[config.mk]
export PLATFORM = sky130hd
export DESIGN_NAME = wb_uart_slave
export DESIGN_NICKNAME = d
export VERILOG_FILES = /design/src/rtl/wb_uart_slave.sv
export SDC_FILE = /design/constraint.sdc
export NUM_CORES = 1
export LEC_CHECK = 0
export ABC_AREA = 0
export BUFFER_PORTS_ARGS = -buffer_cell sky130_fd_sc_hd__buf_2
export CORE_UTILIZATION = 55
export DETAILED_ROUTE_END_ITERATION = 7
export GPL_ROUTABILITY_DRIVEN = 0
export PLACE_DENSITY = 0.76
export SYNTH_ARGS = -nofsm -noshare
export SYNTH_HDL_FRONTEND = slang
export SYNTH_SLANG_ARGS = --single-unit
[constraint.sdc]
create_clock -name clk_i -period 5.05 [get_ports clk_i]
set_clock_uncertainty 0.2 [all_clocks]
set_input_delay 1.01 -clock clk_i [delete_from_list [all_inputs] [get_ports clk_i]]
set_output_delay 1.01 -clock clk_i [all_outputs]
set_load 0.05 [all_outputs]
[src/rtl/wb_uart_slave.sv]
`default_nettype none
// ============================================================================
// wb_uart_slave : Wishbone-classic 8N1 UART with TX/RX FIFOs and baud divisor
// Revision      : 1.0
// ============================================================================
module wb_uart_slave #(
    parameter int          TX_DEPTH  = 16,
    parameter int          RX_DEPTH  = 16,
    parameter logic [15:0] DIV_RESET = 16'd868
) (
    input  logic        clk_i,
    input  logic        rst_n_i,
    input  logic        wb_cyc_i,
    input  logic        wb_stb_i,
    input  logic        wb_we_i,
    input  logic [3:0]  wb_sel_i,
    input  logic [15:0] wb_adr_i,
    input  logic [31:0] wb_dat_i,
    output logic        wb_ack_o,
    output logic [31:0] wb_dat_o,
    input  logic        uart_rx_i,
    output logic        uart_tx_o
);
    localparam int TXAW = $clog2(TX_DEPTH);
    localparam int RXAW = $clog2(RX_DEPTH);

    typedef enum logic [1:0] {TX_IDLE, TX_START, TX_DATA, TX_STOP} tx_state_t;
    typedef enum logic [1:0] {RX_IDLE, RX_START, RX_DATA, RX_STOP} rx_state_t;

    logic        req, tx_wr_req, tx_stall, do_ack, tx_push, tx_pop;
    logic        rx_pop, rx_push, rx_push_req, flag_clr, div_wr;
    logic        tx_empty, tx_full, rx_empty, rx_full, tx_busy;
    logic        rx_overrun, frame_err, overrun_set, frame_set;
    logic [1:0]  reg_sel;
    logic [15:0] div, div_merge, div_next;
    logic        unused_bits;

    assign unused_bits = ^{wb_adr_i[15:4], wb_adr_i[1:0], wb_dat_i[31:16], wb_sel_i[3:2]};

    // ---------------- bus decode ----------------
    assign reg_sel   = wb_adr_i[3:2];
    assign req       = wb_cyc_i & wb_stb_i & ~wb_ack_o;
    assign tx_wr_req = req & wb_we_i & (reg_sel == 2'd0) & wb_sel_i[0];
    // A full TX FIFO only stalls the master if the shifter is not popping this cycle.
    assign tx_stall  = tx_wr_req & tx_full & ~tx_pop;
    assign do_ack    = req & ~tx_stall;
    assign tx_push   = tx_wr_req & ~tx_stall;
    assign rx_pop    = do_ack & wb_we_i & (reg_sel == 2'd1) & ~rx_empty;
    assign flag_clr  = do_ack & wb_we_i & (reg_sel == 2'd2) & wb_sel_i[0];
    assign div_wr    = do_ack & wb_we_i & (reg_sel == 2'd3);

    always_ff @(posedge clk_i or negedge rst_n_i) begin
        if (!rst_n_i) wb_ack_o <= 1'b0;
        else          wb_ack_o <= do_ack;
    end

    always_comb begin
        div_merge = div;
        if (wb_sel_i[0]) div_merge[7:0]  = wb_dat_i[7:0];
        if (wb_sel_i[1]) div_merge[15:8] = wb_dat_i[15:8];
        div_next = (div_merge < 16'd4) ? 16'd4 : div_merge;
    end

    always_ff @(posedge clk_i or negedge rst_n_i) begin
        if (!rst_n_i)    div <= DIV_RESET;
        else if (div_wr) div <= div_next;
    end

    // ---------------- TX FIFO ----------------
    logic [7:0]    tx_mem [TX_DEPTH];
    logic [TXAW:0] tx_wptr, tx_rptr;

    assign tx_empty = (tx_wptr == tx_rptr);
    assign tx_full  = (tx_wptr[TXAW] != tx_rptr[TXAW]) &&
                      (tx_wptr[TXAW-1:0] == tx_rptr[TXAW-1:0]);

    always_ff @(posedge clk_i or negedge rst_n_i) begin
        if (!rst_n_i) begin
            tx_wptr <= '0;
            tx_rptr <= '0;
        end else begin
            if (tx_push) tx_wptr <= tx_wptr + 1'b1;
            if (tx_pop)  tx_rptr <= tx_rptr + 1'b1;
        end
    end

    always_ff @(posedge clk_i) begin
        if (tx_push) tx_mem[tx_wptr[TXAW-1:0]] <= wb_dat_i[7:0];
    end

    // ---------------- TX shifter ----------------
    tx_state_t   tx_state, tx_state_nxt;
    logic [15:0] tx_cnt, tx_div;
    logic [2:0]  tx_bit;
    logic [7:0]  tx_shift;
    logic        tx_tick;

    assign tx_tick = (tx_cnt == 16'd0);

    always_comb begin
        tx_state_nxt = tx_state;
        tx_pop       = 1'b0;
        case (tx_state)
            TX_IDLE:  if (!tx_empty) begin
                          tx_state_nxt = TX_START;
                          tx_pop       = 1'b1;
                      end
            TX_START: if (tx_tick) tx_state_nxt = TX_DATA;
            TX_DATA:  if (tx_tick && tx_bit == 3'd7) tx_state_nxt = TX_STOP;
            TX_STOP:  if (tx_tick) begin
                          if (!tx_empty) begin
                              tx_state_nxt = TX_START;
                              tx_pop       = 1'b1;
                          end else begin
                              tx_state_nxt = TX_IDLE;
                          end
                      end
            default:  tx_state_nxt = TX_IDLE;
        endcase
    end

    always_ff @(posedge clk_i or negedge rst_n_i) begin
        if (!rst_n_i) begin
            tx_state <= TX_IDLE;
            tx_cnt   <= '0;
            tx_div   <= DIV_RESET;
            tx_bit   <= '0;
            tx_shift <= '0;
        end else begin
            tx_state <= tx_state_nxt;
            if (tx_pop) begin
                // Divisor is sampled per frame so mid-frame DIV writes do not distort bits.
                tx_shift <= tx_mem[tx_rptr[TXAW-1:0]];
                tx_div   <= div;
                tx_cnt   <= div - 16'd1;
                tx_bit   <= '0;
            end else if (tx_state != TX_IDLE) begin
                if (tx_tick) begin
                    tx_cnt <= tx_div - 16'd1;
                    if (tx_state == TX_DATA) begin
                        tx_shift <= tx_shift >> 1;
                        tx_bit   <= tx_bit + 3'd1;
                    end
                end else begin
                    tx_cnt <= tx_cnt - 16'd1;
                end
            end
        end
    end

    assign uart_tx_o = (tx_state == TX_START) ? 1'b0 :
                       (tx_state == TX_DATA)  ? tx_shift[0] : 1'b1;
    assign tx_busy   = ~tx_empty | (tx_state != TX_IDLE);

    // ---------------- RX deserialiser ----------------
    rx_state_t   rx_state, rx_state_nxt;
    logic [1:0]  rx_sync;
    logic        rx_s, rx_prev, rx_tick, rx_stop_tick;
    logic [15:0] rx_cnt, rx_div;
    logic [2:0]  rx_bit;
    logic [7:0]  rx_shift;

    assign rx_s    = rx_sync[1];
    assign rx_tick = (rx_cnt == 16'd0);

    always_comb begin
        rx_state_nxt = rx_state;
        case (rx_state)
            RX_IDLE:  if (rx_prev && !rx_s) rx_state_nxt = RX_START;
            RX_START: if (rx_tick) rx_state_nxt = rx_s ? RX_IDLE : RX_DATA;
            RX_DATA:  if (rx_tick && rx_bit == 3'd7) rx_state_nxt = RX_STOP;
            RX_STOP:  if (rx_tick) rx_state_nxt = RX_IDLE;
            default:  rx_state_nxt = RX_IDLE;
        endcase
    end

    assign rx_stop_tick = (rx_state == RX_STOP) & rx_tick;
    assign rx_push_req  = rx_stop_tick & rx_s;
    assign frame_set    = rx_stop_tick & ~rx_s;

    always_ff @(posedge clk_i or negedge rst_n_i) begin
        if (!rst_n_i) begin
            rx_sync  <= 2'b11;
            rx_prev  <= 1'b1;
            rx_state <= RX_IDLE;
            rx_cnt   <= '0;
            rx_div   <= DIV_RESET;
            rx_bit   <= '0;
            rx_shift <= '0;
        end else begin
            rx_sync  <= {rx_sync[0], uart_rx_i};
            rx_prev  <= rx_s;
            rx_state <= rx_state_nxt;
            if (rx_state == RX_IDLE) begin
                if (rx_state_nxt == RX_START) begin
                    rx_div <= div;
                    rx_cnt <= {1'b0, div[15:1]} - 16'd1;
                end
            end else if (rx_tick) begin
                rx_cnt <= rx_div - 16'd1;
                if (rx_state == RX_START) rx_bit <= '0;
                if (rx_state == RX_DATA) begin
                    rx_shift <= {rx_s, rx_shift[7:1]};
                    rx_bit   <= rx_bit + 3'd1;
                end
            end else begin
                rx_cnt <= rx_cnt - 16'd1;
            end
        end
    end

    // ---------------- RX FIFO ----------------
    logic [7:0]    rx_mem [RX_DEPTH];
    logic [RXAW:0] rx_wptr, rx_rptr;

    assign rx_empty    = (rx_wptr == rx_rptr);
    assign rx_full     = (rx_wptr[RXAW] != rx_rptr[RXAW]) &&
                         (rx_wptr[RXAW-1:0] == rx_rptr[RXAW-1:0]);
    assign rx_push     = rx_push_req & (~rx_full | rx_pop);
    assign overrun_set = rx_push_req & rx_full & ~rx_pop;

    always_ff @(posedge clk_i or negedge rst_n_i) begin
        if (!rst_n_i) begin
            rx_wptr <= '0;
            rx_rptr <= '0;
        end else begin
            if (rx_push) rx_wptr <= rx_wptr + 1'b1;
            if (rx_pop)  rx_rptr <= rx_rptr + 1'b1;
        end
    end

    always_ff @(posedge clk_i) begin
        if (rx_push) rx_mem[rx_wptr[RXAW-1:0]] <= rx_shift;
    end

    // Set is applied after clear so a coincident event is never lost.
    always_ff @(posedge clk_i or negedge rst_n_i) begin
        if (!rst_n_i) begin
            rx_overrun <= 1'b0;
            frame_err  <= 1'b0;
        end else begin
            if (flag_clr && wb_dat_i[5]) rx_overrun <= 1'b0;
            if (flag_clr && wb_dat_i[6]) frame_err  <= 1'b0;
            if (overrun_set)             rx_overrun <= 1'b1;
            if (frame_set)               frame_err  <= 1'b1;
        end
    end

    // ---------------- read mux ----------------
    always_comb begin
        wb_dat_o = 32'd0;
        case (reg_sel)
            2'd1:    if (!rx_empty) wb_dat_o = {24'd0, rx_mem[rx_rptr[RXAW-1:0]]};
            2'd2:    wb_dat_o = {25'd0, frame_err, rx_overrun, tx_busy,
                                 rx_full, ~rx_empty, tx_empty, tx_full};
            2'd3:    wb_dat_o = {16'd0, div};
            default: wb_dat_o = 32'd0;
        endcase
    end

endmodule
`default_nettype wire

==> Flow_metrics.wiki <==
{| class="wikitable"
! Metric !! Value
|-
| Latest clock arrival within the worst-skew pair || 0.55 ns
|-
| Leading area contributor after synthesis || edfxtp_1
|-
| Sw Pwr || approximately 0.0034 W
|-
| Cell mode on critical path || mux4_2
|-
| All-Layer GR Usage || a little under a quarter
|-
| Number of buffers added on ports || 43
|-
| Synth Register Bits || 388
|-
| Part of the Yosys area used for sequential elements || 62.7%
|-
| Largest driver fanout on the critical path || 21
|-
| Placed Instance Area || 0.0181 mm^2
|-
| Largest incremental delay on the critical path || ~0.74 ns
|-
| Comb power frac || a little under a third
|-
| Maximum count of clock buffers along a single path || 3
|-
| Share of synthesized flip-flops with an asynchronous set or reset || 34.0%
|-
| Root cell of the clock tree || clkbuf_16
|-
| Signal arrival time at the worst endpoint || 3.03 ns
|-
| Final antenna-violating net count || 0
|-
| Core ar. || 0.0315 mm^2
|-
| Most common flop cell mapped by yosys || edfxtp_1
|-
| Fraction of post-synthesis cell area in the top cell type by area || 43.8%
|-
| Half-perimeter wire length after placement || between 20000 and 25000 um
|-
| Worst Reg-to-Reg Cells || 13
|-
| Die span in x || 181 um
|-
| Fmax || around 240 MHz
|-
| Number of antenna violations at the first check in global routing || 2
|-
| Height of the chip || 181 um
|-
| First drt pass iteration count || 6
|-
| Pwr per Cell Area || 525 mW/mm^2
|-
| Unrepaired setup endpoints after global routing || no
|-
| Remaining global-route overflow || 0
|-
| Number of cells upsized or downsized after cts || 0
|-
| Via count || 10704
|-
| Critical path start-end classification || flip-flop to primary output
|-
| Number of synthesized flops with an enable pin || 256
|-
| Clock group share of total power || 28.3%
|-
| DRT iter0 DRCs || about 1000
|-
| Area taken by flip-flops and latches || 0.0110 mm^2
|-
| Actual slew at the worst max-slew pin || 0.966 ns
|-
| Synth area leaders || edfxtp_1 44%, dfrtp_1 16%, mux4_2 10%
|-
| Standard-cell rows || 65
|-
| Wire length per cell after detailed routing || roughly 22 um
|-
| Required time of the critical path || 3.84 ns
|-
| Buffers inserted during post-CTS setup optimization || 0
|-
| Boundary Pins || 92
|-
| Vias in the first global route || 10763
|-
| Synth-to-layout area growth || 10.4%
|-
| TritonCTS clock tree || yes
|-
| CTS H-tree depth || 2
|-
| Wire length of the first global-routing pass || between 60000 and 70000 um
|-
| Final period demand of the worst path || ~4.2 ns
|-
| Sum Neg Setup Slack || 0 ns
|-
| Outcome || finished clean
|-
| Cells along the critical path || buf_12 > mux4_2 > mux4_2 > inv_1 > o21ai_0 > buf_2
|-
| Slew headroom || 35.6%
|-
| Leakage power figure || ~7.2 nW
|-
| Worst min-delay path class || flip-flop to flip-flop
|-
| Count of maximum capacitance violations || 0
|-
| Portion of the clock cycle consumed by the worst path in the final layout || a little over four fifths
|-
| Final Max Slew Viols || 0
|-
| Final instance area || 0.0194 mm^2
|-
| Share of final-layout standard cells stronger than drive strength 1 || 21.9%
|-
| Number of buffers added to fix hold violations after cts || 0
|-
| Peak VDD IR || 0.333 mV
|-
| Pin count of the biggest net entering global routing || 102
|-
| Detail-routed via count per cell || 6.22
|-
| Non-filler cells in the finished layout || 1720
|-
| DRC violations left || 0
|-
| Count of endpoints failing setup in the final report || 0
|-
| Layout filler cell count || 2285
|-
| Total wire length after detailed routing || approximately 38000 um
|-
| Synth Cell Area || 0.0176 mm^2
|-
| Sink Count || 388
|-
| Die area || roughly 0.033 mm^2
|-
| Type of destination of the critical path || primary output
|-
| Power share of the sequential group || between 40% and 50%
|-
| Net total in the final layout || 1365
|-
| Nature of the critical path startpoint || flip-flop
|-
| Number of CTS-inserted buffers || between 40 and 50
|-
| Critical-path top delay cell || dfrtp_2
|-
| Distinct cell type count after synthesis || 83
|-
| Post-synthesis area per instance || 14.2 um^2
|-
| Total area of multi-input combinational cells || 0.00606 mm^2
|-
| Final number of hold-violating endpoints || 0
|-
| Worst hold stages || 0
|-
| Synth Warn # || 0
|-
| Net switching share of the total power || 33.5%
|-
| Post-placement cell count || 1641
|-
| Starting density of the core || between 50% and 60%
|-
| Clock edge transition at the registers on the reported setup and hold paths || 0.06 ns
|-
| Number of instances in the synthesized netlist || about 1200
|-
| Pint || 0.00677 W
|}
[through the flow]
step	power (W)	hold slack, ns	setup slack (ns)	utilization (%)
after global placement	0.00723	0.147	1.12	57.5
after global routing	0.0107	0.168	0.513	61.6
after detailed placement	0.00733	0.150	1.06	57.5
after CTS	0.0102	0.168	0.729	61.6
after floorplan	0.00659	0.145	1.22	-
final	0.0102	0.161	0.808	61.6
[power groups by stage]
stage	sequential, W	clock [W]	combinational [W]
after global routing	0.00423	0.00305	0.00342
after detailed placement	0.00423	0	0.00310
after CTS	0.00417	0.00294	0.00311
final	0.00419	0.00289	0.00311
after global placement	0.00422	0	0.00302
after floorplan	0.00402	0	0.00257
[synth_stat cells, drive strengths merged, types with 5 or more instances]
master / n
or2: 6
dfstp: 18
o21a: 7
or4: 5
mux2: 39
buf: 50
xor2: 21
a21o: 9
xnor2: 20
nand2: 133
o21ai: 54
nor4: 9
nor3: 27
a31oi: 18
nand4: 11
mux4: 80
dfrtp: 114
or3: 10
mux2i: 10
clkbuf: 31
o211ai: 7
and3: 10
nand3: 19
a22oi: 5
inv: 28
a311oi: 5
o22ai: 6
a21oi: 46
nand2b: 9
edfxtp: 256
nor2: 84
ha: 25
a22o: 10
[critical path, delay by kind of cell (launching register included)]
kind | cells | cell delay (ns)
multiplexers | 2 | 1.02
flip-flops | 1 | 0.74
buffers and inverters | 3 | 0.62
AO/OA/AOI/OAI | 1 | 0.10
[registers in the layout, summed over array words and instances, names as in the netlist, 5 cells and up]
| signal | flops |
|---|---|
| rx_mem | 128 |
| tx_mem | 128 |
| div | 16 |
| rx_cnt | 16 |
| rx_div | 16 |
| tx_cnt | 16 |
| tx_div | 16 |
| rx_shift | 8 |
| tx_shift | 8 |
| rx_rptr | 5 |
| rx_wptr | 5 |
| tx_rptr | 5 |
| tx_wptr | 5 |
[per-layer routing]
metal	GRT usage, %	wire [um]	up-vias
met5	0	8	-
met1	33.1	15900	5438
met4	7.79	999	2
li1	-	-	4781
met3	4.22	2660	82
met2	38.7	18500	401
[cells in the final DEF, fill, tap and decap left out, types with 5 or more instances in the layout]
cell and n:
mux4_2 80, a21oi_1 46, o211ai_1 6, nand2b_1 9, nand2_1 133, edfxtp_1 256
xnor2_1 20, dfrtp_1 112, buf_2 42, or3_1 9, xor2_1 21, o21ai_0 49
clkbuf_16 41, nand3_1 19, and3_1 10, inv_1 28, o22ai_1 6, clkinv_2 5
nor2_1 80, a21o_1 8, o21ai_1 5, nor4_1 8, a22o_1 9, mux2_2 39
mux2i_1 10, buf_4 21, nand4_1 11, dfstp_2 18, conb_1 16, o21a_1 7
a311oi_1 5, or2_2 5, nor3_1 26, ha_1 25, clkbuf_1 18, a31oi_1 18
[logic make-up after synthesis]
kind of cell	Yosys count	share of synthesized area, %
and+or+nand+nor	341	9.16
adders and majority gates	25	1.78
DFF	388	62.7
xor gates and xnor gates	41	2.05
muxes	129	13.3
AOI/OAI and AO/OA	205	7.86
other	1	0.0214
buffers and inverters	110	3.08
[final timing paths]
| path | from | end | slack (ns) |
|---|---|---|---|
| setup / recovery | rx_rptr[0] | wb_dat_o[2] | 0.81 |
| hold / removal | rx_sync[0] | rx_sync[1] | 0.16 |
| setup reg to reg | tx_cnt[3] | tx_cnt[14] | 0.84 |
| hold reg to reg | rx_sync[0] | rx_sync[1] | 0.16 |
| max in group asynchronous | rst_n_i | rx_div[5] | 3.26 |
| min in group asynchronous | rst_n_i | tx_shift[3] | 0.39 |
[final cells by class]
cell class	instances	share of cell area, %
Clock inverter	14	0.807
Antenna cell	3	0.0387
Sequential cell	388	56.8
Timing Repair Buffer	65	2.06
Tap cell	402	2.59
Inverter	29	0.561
Multi-Input combinational cell	757	31.3
Clock buffer	62	5.85
No activity file was read; power rests on OpenSTA's default activity.
